===== src/rtl/smpu_pkg.sv =====
// Shared AHB-Lite encodings, gate FSM states and violation record layout for the SMPU access gate.
package smpu_pkg;

    localparam int unsigned ADDR_W   = 32;
    localparam int unsigned DATA_W   = 32;
    localparam int unsigned HTRANS_W = 2;
    localparam int unsigned HRESP_W  = 2;
    localparam int unsigned HSIZE_W  = 3;
    localparam int unsigned HPROT_W  = 4;
    localparam int unsigned INFO_W   = 8;

    localparam logic [HTRANS_W-1:0] HTRANS_IDLE   = 2'b00;
    localparam logic [HTRANS_W-1:0] HTRANS_BUSY   = 2'b01;
    localparam logic [HTRANS_W-1:0] HTRANS_NONSEQ = 2'b10;
    localparam logic [HTRANS_W-1:0] HTRANS_SEQ    = 2'b11;

    localparam logic [HRESP_W-1:0] HRESP_OKAY  = 2'b00;
    localparam logic [HRESP_W-1:0] HRESP_ERROR = 2'b01;

    typedef enum logic [1:0] {
        ST_PASS = 2'd0,
        ST_ERR1 = 2'd1,
        ST_ERR2 = 2'd2
    } gate_state_e;

    // Layout of viol_info as seen by software.
    typedef struct packed {
        logic       valid;
        logic       hwrite;
        logic [2:0] hsize;
        logic [2:0] hprot;
    } viol_info_t;

endpackage


===== src/rtl/smpu_viol_log.sv =====
// Violation log: first-violation capture, saturating deny counter, software clear and level irq.
module smpu_viol_log
    import smpu_pkg::*;
#(
    parameter int unsigned CNT_W = 8
) (
    input  logic                pclk,
    input  logic                presetn,
    input  logic                viol_hit,
    input  logic [ADDR_W-1:0]   haddr,
    input  logic                hwrite,
    input  logic [HSIZE_W-1:0]  hsize,
    input  logic [2:0]          hprot,
    input  logic                log_clr,
    input  logic                irq_en,
    output logic [ADDR_W-1:0]   viol_addr,
    output logic [INFO_W-1:0]   viol_info,
    output logic [CNT_W-1:0]    viol_cnt,
    output logic                smpu_irq
);

    localparam logic [CNT_W-1:0] CNT_MAX = '1;

    logic [ADDR_W-1:0] addr_q;
    viol_info_t        info_q;
    logic [CNT_W-1:0]  cnt_q;

    // A violation landing in the same cycle as a clear wins and restarts the log.
    always_ff @(posedge pclk) begin
        if (!presetn) begin
            addr_q <= '0;
            info_q <= '0;
            cnt_q  <= '0;
        end else if (viol_hit) begin
            if (log_clr) begin
                cnt_q <= CNT_W'(1);
            end else if (cnt_q != CNT_MAX) begin
                cnt_q <= cnt_q + CNT_W'(1);
            end
            if (log_clr || !info_q.valid) begin
                addr_q        <= haddr;
                info_q.valid  <= 1'b1;
                info_q.hwrite <= hwrite;
                info_q.hsize  <= hsize;
                info_q.hprot  <= hprot;
            end
        end else if (log_clr) begin
            addr_q <= '0;
            info_q <= '0;
            cnt_q  <= '0;
        end
    end

    assign viol_addr = addr_q;
    assign viol_info = info_q;
    assign viol_cnt  = cnt_q;
    assign smpu_irq  = info_q.valid & irq_en;

endmodule


===== src/rtl/smpu_ahb_gate.sv =====
// SMPU access gate between CPU BIU and system bus: forwards permitted transfers with no added
// latency and answers denied ones with a locally generated two-cycle AHB ERROR response.
module smpu_ahb_gate
    import smpu_pkg::*;
#(
    parameter int unsigned CNT_W = 8
) (
    input  logic                 pclk,
    input  logic                 presetn,
    input  logic [1:0]           biu_pad_htrans,
    input  logic [31:0]          biu_pad_haddr,
    input  logic [3:0]           biu_pad_hprot,
    input  logic                 biu_pad_hwrite,
    input  logic [2:0]           biu_pad_hsize,
    input  logic [31:0]          biu_pad_hwdata,
    output logic                 pad_biu_hready,
    output logic [1:0]           pad_biu_hresp,
    output logic [31:0]          pad_biu_hrdata,
    input  logic                 smpu_deny,
    output logic [1:0]           gate_pad_htrans,
    output logic [31:0]          gate_pad_haddr,
    output logic [3:0]           gate_pad_hprot,
    output logic                 gate_pad_hwrite,
    output logic [2:0]           gate_pad_hsize,
    output logic [31:0]          gate_pad_hwdata,
    input  logic                 pad_gate_hready,
    input  logic [1:0]           pad_gate_hresp,
    input  logic [31:0]          pad_gate_hrdata,
    input  logic                 log_clr,
    input  logic                 irq_en,
    output logic [31:0]          viol_addr,
    output logic [7:0]           viol_info,
    output logic [CNT_W-1:0]     viol_cnt,
    output logic                 smpu_irq
);

    gate_state_e state;
    logic        deny_req;
    logic        viol_hit;

    assign deny_req = biu_pad_htrans[1] & smpu_deny;

    // A denied address phase is accepted by the bus in PASS only when hready is high; in ERR2
    // the CPU itself sees hready=1, so the presented phase is always accepted there.
    assign viol_hit = deny_req & (((state == ST_PASS) & pad_gate_hready) | (state == ST_ERR2));

    always_ff @(posedge pclk) begin
        if (!presetn) begin
            state <= ST_PASS;
        end else begin
            case (state)
                ST_PASS: if (viol_hit) state <= ST_ERR1;
                ST_ERR1: state <= ST_ERR2;
                ST_ERR2: state <= viol_hit ? ST_ERR1 : ST_PASS;
                default: state <= ST_PASS;
            endcase
        end
    end

    // CPU response and bus htrans mux; the bus data phase behind a denied address is idle.
    always_comb begin
        pad_biu_hready  = pad_gate_hready;
        pad_biu_hresp   = pad_gate_hresp;
        pad_biu_hrdata  = pad_gate_hrdata;
        gate_pad_htrans = deny_req ? HTRANS_IDLE : biu_pad_htrans;
        case (state)
            ST_ERR1: begin
                pad_biu_hready  = 1'b0;
                pad_biu_hresp   = HRESP_ERROR;
                pad_biu_hrdata  = '0;
                gate_pad_htrans = HTRANS_IDLE;
            end
            ST_ERR2: begin
                pad_biu_hready = 1'b1;
                pad_biu_hresp  = HRESP_ERROR;
                pad_biu_hrdata = '0;
            end
            default: ;
        endcase
    end

    assign gate_pad_haddr  = biu_pad_haddr;
    assign gate_pad_hprot  = biu_pad_hprot;
    assign gate_pad_hwrite = biu_pad_hwrite;
    assign gate_pad_hsize  = biu_pad_hsize;
    assign gate_pad_hwdata = biu_pad_hwdata;

    smpu_viol_log #(
        .CNT_W (CNT_W)
    ) u_viol_log (
        .pclk      (pclk),
        .presetn   (presetn),
        .viol_hit  (viol_hit),
        .haddr     (biu_pad_haddr),
        .hwrite    (biu_pad_hwrite),
        .hsize     (biu_pad_hsize),
        .hprot     (biu_pad_hprot[2:0]),
        .log_clr   (log_clr),
        .irq_en    (irq_en),
        .viol_addr (viol_addr),
        .viol_info (viol_info),
        .viol_cnt  (viol_cnt),
        .smpu_irq  (smpu_irq)
    );

endmodule


===== config.mk =====
export PLATFORM = sky130hd
export DESIGN_NAME = smpu_ahb_gate
export DESIGN_NICKNAME = d
export VERILOG_FILES = /design/src/rtl/smpu_pkg.sv /design/src/rtl/smpu_viol_log.sv /design/src/rtl/smpu_ahb_gate.sv
export SDC_FILE = /design/constraint.sdc
export NUM_CORES = 1
export LEC_CHECK = 0
export CORE_AREA = 3 3 105 107
export DETAILED_ROUTE_END_ITERATION = 12
export DIE_AREA = 0 0 108 110
export HOLD_SLACK_MARGIN = 0.06
export PLACE_DENSITY = 0.79
export SYNTH_ARGS = -nofsm -noshare
export SYNTH_HDL_FRONTEND = slang
export SYNTH_HIERARCHICAL = 1
export SYNTH_SLANG_ARGS = --single-unit

===== constraint.sdc =====
create_clock -name pclk -period 2.02 [get_ports pclk]
set_clock_uncertainty 0.1 [all_clocks]
set_input_delay 0.303 -clock pclk [delete_from_list [all_inputs] [get_ports pclk]]
set_output_delay 0.303 -clock pclk [all_outputs]
set_load 0.005 [all_outputs]

==> run metrics, run 1 <==
Vias/cell 4.97; Worst setup EP type primary output; crit path launch type flop; most frequent cells in the layout clkdlybuf4s50_1, dfxtp_1, a21oi_1; Inst Count DP 631; r2r startpoint state[1]; clock power share 28.0%; Switching Fraction 25.8%; VDD IR max 0.000225 V; number of buffers created by CTS 5; row cnt 37; Reg2Reg Setup Slack 210 ps; P per Cell Area 473 nW/um^2; post-synth top area share 32.7%; Yosys reg bits 50; largest net degree at the start of global routing 42; Max-Slew Margin vs Limit 75.5%; core area 10200 um^2; hold buffers post-CTS 0; WP data required 1620 ps; die extent in y 110 um; Async S/R FF share, synth 0%; Syn Nets 495; Global Route Usage Sum 17.1%; worst hold path type flop to flop; Final Critical Period 1940 ps; gr ovfl total 0; ANT nets after route 0; gpl congestion 0.863; Total Neg Setup Slack 0 ps; CTS HTree Levels 2; setup repair bufs after CTS 0; Post-synth EDFFs 0; root buffer cell clkbuf_8; Synth Area per Inst 8.16 um^2; layout cell share with drive strength beyond 1 7.74%; max-slew violation count 0; Int Power 1.72 mW; Non-Filler Instances 641; fill count 972; yosys warns 6; clk sinks 50; RSZ-0062 raised after global routing no; Worst-Margin Slew 367 ps; Worst EP arrival 1540 ps; dominant cell type by area after synthesis dfxtp_1; drt wl/cell 16.6 um; footprint of the multi-input gates 1370 um^2; Vias 3187; Logic pwr share 27.9%; worst setup path endpoint pad_biu_hresp[0]; Worst-Skew Late Latency 300 ps; initial antenna violation count 1; status complete, no violations; first-pass GRT wire length 16.0 mm; area grow syn2layout 60.6%; Pleak 1.78 nW; Final Hold Vio Count 0; full die area 11900 um^2; max cap viols 0; switching power 0.599 mW; Longest Clk Path Bufs 2; dominant cells by area after synthesis dfxtp_1, buf_4, o211ai_1; clk slew on worst S/H paths 90 ps; Worst Path Max Fanout 11; Residual DRC 0; Post-Syn Instances 375; # setup viols final 0; CTS tree built; # IOs 272; worst setup path category flop to primary output; width of the die 108 um; routed wire length 10.7 mm; ys flop type dfxtp_1; worst setup path start state[1]; initial DRC count 184; drt pass-1 iters 5; R2R cell count 8; most common cell after layout, fill and taps aside clkdlybuf4s50_1; final period utilization 96.1%; Peak Freq 515 MHz; Final #Nets 623; fin util 48.0%; IO Port Bufs 205; synthesized area 3060 um^2; Worst R2R End u_viol_log/viol_cnt[7]; initial core utilization 29.9%; post-synthesis cell type count 32; post-DP HPWL 8.43 mm; Reg area 1000 um^2; Reg power frac 44.1%; vias in the first global route 3158; sequential cell area fraction in the yosys report 32.7%
-- cell usage after synthesis, types with 2 or more instances --
library cell and count:
a21oi_1 47, and3b_1 2, and4_1 3, buf_2 7, buf_4 74, buf_6 2
clkbuf_1 21, dfxtp_1 50, ha_1 6, inv_1 4, mux2i_1 7, nand2_1 12
nand2b_1 6, nand3_1 41, nand4_1 3, nor2_1 2, nor2b_1 34, nor3b_1 2
o211ai_1 39
-- metal layers --
layer / up-vias / track usage (%) / wire length [um]
met2: 162 / 32.8 / 5780
met4: 0 / 9.38 / 531
met3: 34 / 3.67 / 754
li1: 1502 / - / -
met5: - / 0 / 0
met1: 1489 / 17.1 / 3590
-- power groups by stage --
stage | Sequential [mW] | Clock, mW | Combinational (mW)
6_report | 1.03 | 0.650 | 0.648
3_3_place_gp | 1.05 | 0 | 0.672
4_1_cts | 1.03 | 0.686 | 0.646
2_1_floorplan | 1.05 | 0 | 0.289
5_1_grt | 1.03 | 0.727 | 0.702
3_5_place_dp | 1.05 | 0 | 0.679
-- through the flow --
stage / worst slack (ps) / total power [mW] / hold WS (ps) / cell area, um^2
after floorplan: 293 / 1.34 / 349 / 3060
after global placement: 9.04 / 1.72 / 376 / 4800
after detailed placement: -11.3 / 1.73 / 384 / 4800
after CTS: 12.9 / 2.36 / 398 / 4890
after global routing: 5.19 / 2.46 / 424 / 4910
final: 78.9 / 2.32 / 395 / 4910
-- how the worst min path moves through the flow --
stage | start | endpoint | slack [ps] | cells after the start
finish | u_viol_log/viol_addr[14] | u_viol_log/viol_addr[14] | 400 | 2
global route | u_viol_log/viol_addr[14] | u_viol_log/viol_addr[14] | 420 | 2
CTS | u_viol_log/viol_info[5] | u_viol_log/viol_info[5] | 400 | 2
detailed placement | u_viol_log/viol_info[5] | u_viol_log/viol_info[5] | 380 | 2
global placement | u_viol_log/viol_addr[20] | u_viol_log/viol_addr[20] | 380 | 2
floorplan | presetn | state[1] | 350 | 2
-- sequential cells by signal, summed over array words and instances (netlist names) --
name,cells
state,2
u_viol_log/viol_info,8
u_viol_log/viol_addr,32
u_viol_log/viol_cnt,8
-- critical path, cell delays in order (launching register included) --
cell	delay, ps
dfxtp_2	350
inv_2	50
ha_4	270
buf_12	140
or2_1	220
clkdlybuf4s15_1	200
-- kinds of logic after synthesis --
family	count (synthesis)	share of synthesized area [%]
flip-flops	50	32.7
multiplexers	8	2.66
AND/OR/NAND/NOR	111	20.4
adder cells (fa/ha/maj)	6	2.45
AO/OA/AOI/OAI	91	18.5
buffers and inverters	109	23.2
-- timing repair --
action / 4_1_cts / 5_1_grt
endpoints found under the setup margin: 37 / 3
cloned: 0 / 1
gates resized for setup: 45 / 3
pin swaps: 0 / 1
-- layout make-up --
| type | instances | share of cell area [%] |
|---|---|---|
| repair buffers | 225 | 45.7 |
| multi-input cells | 216 | 27.9 |
| flip-flops and latches | 50 | 20.4 |
| well taps | 136 | 3.46 |
| clock buffers | 7 | 1.96 |
| inverters | 5 | 0.382 |
| clock inverters | 1 | 0.178 |
| diodes | 1 | 0.0509 |
Power figures use the tool's default switching activity.
==> inputs of run 2 (changes only) <==
--- a/config.mk
+++ b/config.mk
@@ -9,7 +9,9 @@
 export DETAILED_ROUTE_END_ITERATION = 12
 export DIE_AREA = 0 0 108 110
 export HOLD_SLACK_MARGIN = 0.06
+export MAX_ROUTING_LAYER = met4
 export PLACE_DENSITY = 0.79
+export SLEW_MARGIN = 0
 export SYNTH_ARGS = -nofsm -noshare
 export SYNTH_HDL_FRONTEND = slang
 export SYNTH_HIERARCHICAL = 1
==> run metrics, run 2 (synthesis results as in run 1) <==
status complete, no violations (unchanged); fill count 979 (was 972); Pleak 1.77 nW (was 1.78 nW); Final #Nets 622 (was 623); clock power share 28.2% (was 28.0%); CP max-delay cell dfxtp_2 (unchanged); Crit path max-delay family buffers and inverters (unchanged); initial antenna violation count 1 (unchanged); Crit path depth 5 (unchanged); max-slew violation count 0 (unchanged); vias in the first global route 3166 (was 3158); area grow syn2layout 59.8% (was 60.6%); Final Critical Period 1950 ps (was 1940 ps); top sig layer met4 (unchanged); hold_sp u_viol_log/viol_addr[14] (unchanged); P per Cell Area 474 nW/um^2 (was 473 nW/um^2); final period utilization 96.3% (was 96.1%); crit path launch type flop (unchanged); Worst path max stage delay 350 ps (about the same); switching power 0.601 mW (was 0.599 mW); most frequent cells in the layout clkdlybuf4s50_1, dfxtp_1, a21oi_1 (unchanged); Worst-Margin Slew 368 ps (was 367 ps); Peak Freq 514 MHz (was 515 MHz); Logic pwr share 27.6% (was 27.9%); root buffer cell clkbuf_8 (unchanged); Worst-Skew Late Latency 300 ps (about the same); Worst R2R End u_viol_log/viol_cnt[7] (unchanged); hold buffers post-CTS 0 (unchanged); number of buffers created by CTS 5 (unchanged); Switching Fraction 25.9% (was 25.8%); Global Route Usage Sum 17.5% (was 17.1%); max reg flops 32 (unchanged); buffers plus inverters on the worst setup path 3 (unchanged); drt wl/cell 16.6 um (about the same); post-DP HPWL 8.43 mm (unchanged); fin util 47.8% (was 48.0%); Worst EP arrival 1540 ps (about the same); Non-Filler Instances 640 (was 641); width of the die 108 um (unchanged); CTS HTree Levels 2 (unchanged); R2R cell count 8 (unchanged); r2r startpoint state[1] (unchanged); WL met1 3.65 mm (was 3.59 mm); layout cell share with drive strength beyond 1 7.55% (was 7.74%); dpl cell area 4800 um^2 (unchanged); Reg power frac 44.2% (was 44.1%); worst setup path category flop to primary output (unchanged); drt pass-1 iters 4 (was 5); Hold EP u_viol_log/viol_addr[14] (unchanged); CP Cell Sequence inv_2, ha_4, buf_12, or2_1, clkdlybuf4s15_1 (unchanged); WHS Path Cells 2 (unchanged); most common cell after layout, fill and taps aside clkdlybuf4s50_1 (unchanged); routed wire length 10.6 mm (was 10.7 mm); WL met3 731 um (was 754 um); Inst Count DP 631 (unchanged); clk sinks 50 (unchanged); CTS tree built (unchanged); Worst setup EP type primary output (unchanged); Int Power 1.72 mW (about the same); Reg area 1000 um^2 (unchanged); VDD IR max 0.000225 V (about the same); worst hold path type flop to flop (unchanged); Reg2Reg Setup Slack 210 ps (about the same); fin area 4890 um^2 (was 4910 um^2); WP data required 1620 ps (about the same); Max-Slew Margin vs Limit 75.5% (about the same); clk slew on worst S/H paths 90 ps (about the same); initial core utilization 29.9% (unchanged); # setup viols final 0 (unchanged); gpl congestion 0.877 (was 0.863); Final Hold Vio Count 0 (unchanged); Vias/cell 4.95 (was 4.97); Vias 3170 (was 3187); Worst Path Max Fanout 21 (was 11); largest net degree at the start of global routing 42 (unchanged); Residual DRC 0 (unchanged); footprint of the multi-input gates 1370 um^2 (unchanged); setup repair bufs after CTS 0 (unchanged); row cnt 37 (unchanged); initial DRC count 148 (was 184); IO Port Bufs 205 (unchanged); full die area 11900 um^2 (unchanged); gr ovfl total 0 (unchanged); RSZ-0062 raised after global routing no (unchanged); die extent in y 110 um (unchanged); metal2 WL 5.72 mm (was 5.78 mm); # IOs 272 (unchanged); core area 10200 um^2 (unchanged); Longest Clk Path Bufs 2 (unchanged); first-pass GRT wire length 15.9 mm (was 16.0 mm); max cap viols 0 (unchanged); ANT nets after route 0 (unchanged)
run 2: layout make-up:
type	count	area share (%)
clock buffer	7	1.97
inverter	5	0.384
clock inverter	1	0.179
timing repair buffer	224	45.4
multi-input combinational	216	28.0
sequential	50	20.5
antenna	1	0.0512
tap	136	3.48
run 2: power by group through the flow:
| stage | Combinational, mW | Clock (mW) | Sequential [mW] |
|---|---|---|---|
| finish | 0.640 | 0.653 | 1.03 |
| global route | 0.692 | 0.724 | 1.03 |
| CTS | 0.646 | 0.686 | 1.03 |
| detailed placement | 0.679 | 0 | 1.05 |
| global placement | 0.672 | 0 | 1.05 |
| floorplan | 0.289 | 0 | 1.05 |
run 2: how the worst max path moves through the flow:
stage / from / endpoint / slack, ps
after CTS: state[0] / pad_biu_hresp[0] / 10
after global routing: u_viol_log/viol_info[7] / smpu_irq / 8
after detailed placement: state[0] / pad_biu_hresp[0] / -10
after global placement: state[0] / pad_biu_hresp[0] / 9
after floorplan: state[0] / u_viol_log/viol_cnt[0] / 290
final: state[1] / pad_biu_hresp[0] / 70
run 2: repair_timing:
action                                 4_1_cts  5_1_grt
setup endpoints to repair                   37        2
resized for setup                           45        3
pin swaps                                    0        1
endpoints found under the hold margin        0        0
run 2: layer usage:
| layer | vias up | track usage, % |
|---|---|---|
| li1 | 1497 | - |
| met1 | 1483 | 17.1 |
| met2 | 156 | 32.9 |
| met3 | 34 | 3.32 |
| met4 | 0 | 9.38 |
| met5 | - | - |
run 2: metrics by stage:
| stage | setup slack (ps) | total power, mW | hold WS [ps] | TNS [ps] |
|---|---|---|---|---|
| 3_5_place_dp | -11.3 | 1.73 | 384 | -11.3 |
| 6_report | 74.0 | 2.32 | 395 | 0 |
| 4_1_cts | 12.9 | 2.36 | 398 | 0 |
| 2_1_floorplan | 293 | 1.34 | 349 | 0 |
| 3_3_place_gp | 9.04 | 1.72 | 376 | 0 |
| 5_1_grt | 7.89 | 2.45 | 424 | 0 |
run 2: worst min-delay path, stage by stage, from the launching register on:
cell and delay, ps:
dfxtp_1 320, o211ai_1 70, a21oi_1 60
==> inputs of run 3 (changes only) <==
--- a/config.mk
+++ b/config.mk
@@ -8,7 +8,7 @@
 export CORE_AREA = 3 3 105 107
 export DETAILED_ROUTE_END_ITERATION = 12
 export DIE_AREA = 0 0 108 110
-export HOLD_SLACK_MARGIN = 0.06
+export HOLD_SLACK_MARGIN = 0.1
 export MAX_ROUTING_LAYER = met4
 export PLACE_DENSITY = 0.79
 export SLEW_MARGIN = 0
==> constraint.sdc (replaced) <==
create_clock -name pclk -period 2.1 [get_ports pclk]
set_clock_uncertainty 0.1 [all_clocks]
set_input_delay 0.315 -clock pclk [delete_from_list [all_inputs] [get_ports pclk]]
set_output_delay 0.315 -clock pclk [all_outputs]
set_load 0.005 [all_outputs]
==> run metrics, run 3 (synthesis results as in run 1) <==
fill count 1004 (was 979); max cap viols 0 (unchanged); Worst R2R End u_viol_log/viol_cnt[5] (was u_viol_log/viol_cnt[7]); Final Critical Period 2030 ps; IO Port Bufs 205 (unchanged); Int Power 1.58 mW (was 1.72 mW); Global Route Usage Sum 17.6% (was 17.5%); diode count 0 (was 1); clk sinks 50 (unchanged); crit path launch type flop (unchanged); most frequent cells in the layout clkdlybuf4s50_1, dfxtp_1, a21oi_1 (unchanged); gpl congestion 0.914 (was 0.877); Worst EP arrival 1620 ps (was 1540 ps); Worst-Skew Late Latency 300 ps (about the same); Crit path max-delay family buffers and inverters (unchanged); area grow syn2layout 58.0% (was 59.8%); layout cell share with drive strength beyond 1 6.99% (was 7.55%); initial DRC count 108 (was 148); worst hold path type flop to flop (unchanged); Final Hold Vio Count 0 (unchanged); Worst Path Max Fanout 34 (was 21); buffers plus inverters on the worst setup path 3 (unchanged); Pleak 1.75 nW (was 1.77 nW); max-slew violation count 0 (unchanged); clock power share 26.0% (was 28.2%); Final Total Pwr 2.15 mW (was 2.32 mW); root buffer cell clkbuf_8 (unchanged); Hold EP u_viol_log/viol_addr[22] (was u_viol_log/viol_addr[14]); Total Neg Setup Slack 0 ps (unchanged); Peak Freq 492 MHz; CP max-delay cell dfxtp_2 (unchanged); initial core utilization 29.9% (unchanged); drt pass-1 iters 4 (unchanged); most common cell after layout, fill and taps aside clkdlybuf4s50_1 (unchanged); hold_sp u_viol_log/viol_addr[22] (was u_viol_log/viol_addr[14]); row cnt 37 (unchanged); Residual DRC 0 (unchanged); Final #Nets 620 (was 622); Reg power frac 45.8% (was 44.2%); drt wl/cell 16.5 um (was 16.6 um); largest net degree at the start of global routing 42 (unchanged); worst setup path category flop to primary output (unchanged); CTS tree built (unchanged); WP data required 1680 ps (was 1620 ps); number of buffers created by CTS 5 (unchanged); CTS HTree Levels 2 (unchanged); Logic pwr share 28.1% (was 27.6%); Worst setup EP type primary output (unchanged); first-pass GRT wire length 15.9 mm (about the same); CP Cell Sequence inv_2, ha_4, buf_12, or2_1, dlygate4sd2_1 (was inv_2, ha_4, buf_12, or2_1, clkdlybuf4s15_1); Vias/cell 4.91 (was 4.95); # setup viols final 0 (unchanged); switching power 0.575 mW (was 0.601 mW); max reg flops 32 (unchanged); RSZ-0062 raised after global routing yes (was no); vias in the first global route 3121 (was 3166); Vias 3126 (was 3170); VDD IR max 0.000256 V (was 0.000225 V); hold buffers post-CTS 0 (unchanged); Crit path depth 5 (unchanged); r2r startpoint state[1] (unchanged); Switching Fraction 26.7% (was 25.9%); R2R cell count 7 (was 8); ANT nets after route 0 (unchanged); final period utilization 96.8%; # IOs 272 (unchanged); initial antenna violation count 0 (was 1); clk slew on worst S/H paths 100 ps (was 90 ps); Longest Clk Path Bufs 2 (unchanged); full die area 11900 um^2 (unchanged); width of the die 108 um (unchanged); Reg2Reg Setup Slack 340 ps (was 210 ps); gr ovfl total 0 (unchanged); routed wire length 10.5 mm (was 10.6 mm); Worst path max stage delay 350 ps (about the same); P per Cell Area 445 nW/um^2 (was 474 nW/um^2); die extent in y 110 um (unchanged); Reg area 1000 um^2 (about the same); status complete, no violations (unchanged); core area 10200 um^2 (unchanged); post-DP HPWL 8.34 mm (was 8.43 mm); Max-Slew Margin vs Limit 75.1% (was 75.5%); WHS Path Cells 2 (unchanged); Worst-Margin Slew 374 ps (was 368 ps); footprint of the multi-input gates 1370 um^2 (about the same)
## run 3: cell count changes in the layout (fill, tap and decap cells not counted), sizes merged
cell | before | now
buf | 19 | 17
dlygate4sd2 | 35 | 37
diode | 1 | 0
clkbuf | 8 | 6
clkdlybuf4s15 | 1 | 0
clkinv | 1 | 2
## run 3: how the worst max path moves through the flow
stage	start	endpoint	slack, ps
global placement	state[0]	pad_biu_hresp[1]	50
floorplan	state[0]	u_viol_log/viol_cnt[0]	370
finish	state[0]	pad_biu_hresp[0]	70
global route	state[0]	pad_biu_hresp[0]	-5
CTS	state[0]	pad_biu_hresp[0]	20
detailed placement	state[0]	pad_biu_hrdata[20]	10
## run 3: stage by stage
| step | util (%) | cell area [um^2] | cells | hold slack (ps) | setup WS, ps |
|---|---|---|---|---|---|
| 2_1_floorplan | - | 3060 | 375 | 361 | 373 |
| 3_3_place_gp | 46.7 | 4780 | 629 | 375 | 48.8 |
| 3_5_place_dp | 46.7 | 4780 | 629 | 383 | 14.3 |
| 4_1_cts | 47.3 | 4830 | 637 | 396 | 24.8 |
| 5_1_grt | 47.3 | 4830 | 637 | 426 | -4.72 |
| 6_report | 47.3 | 4830 | 637 | 394 | 68.0 |
## run 3: tightest hold or removal path, cell delays in order, from the launching register on
cell and delay (ps):
dfxtp_1 320, o211ai_1 70, a21oi_1 60
## run 3: power groups by stage
stage	Clock, mW	Sequential, mW	Combinational [mW]
3_3_place_gp	0	1.01	0.644
2_1_floorplan	0	1.01	0.278
6_report	0.560	0.985	0.605
4_1_cts	0.595	0.986	0.614
5_1_grt	0.635	0.989	0.655
3_5_place_dp	0	1.01	0.650
## run 3: metal layers
metal / track usage [%] / vias to the layer above / share of wire [%]
met3: 3.09 / 30 / 5.7
met1: 17.0 / 1458 / 36
met5: - / - / 0
li1: - / 1494 / -
met4: 6.85 / 0 / 3.1
met2: 34.7 / 144 / 56
## run 3: cell type report
class	count	share of cell area, %
clock buffers	6	1.50
multi-input cells	216	28.4
well taps	136	3.52
clock inverters	2	0.285
flip-flops and latches	50	20.7
inverters	5	0.388
repair buffers	222	45.2
## run 3: timing repair
action / in CTS / in global routing
gates cloned: 0 / 0
resized for setup: 42 / 1
setup endpoints to repair: 37 / 4
buffers inserted: 0 / 0
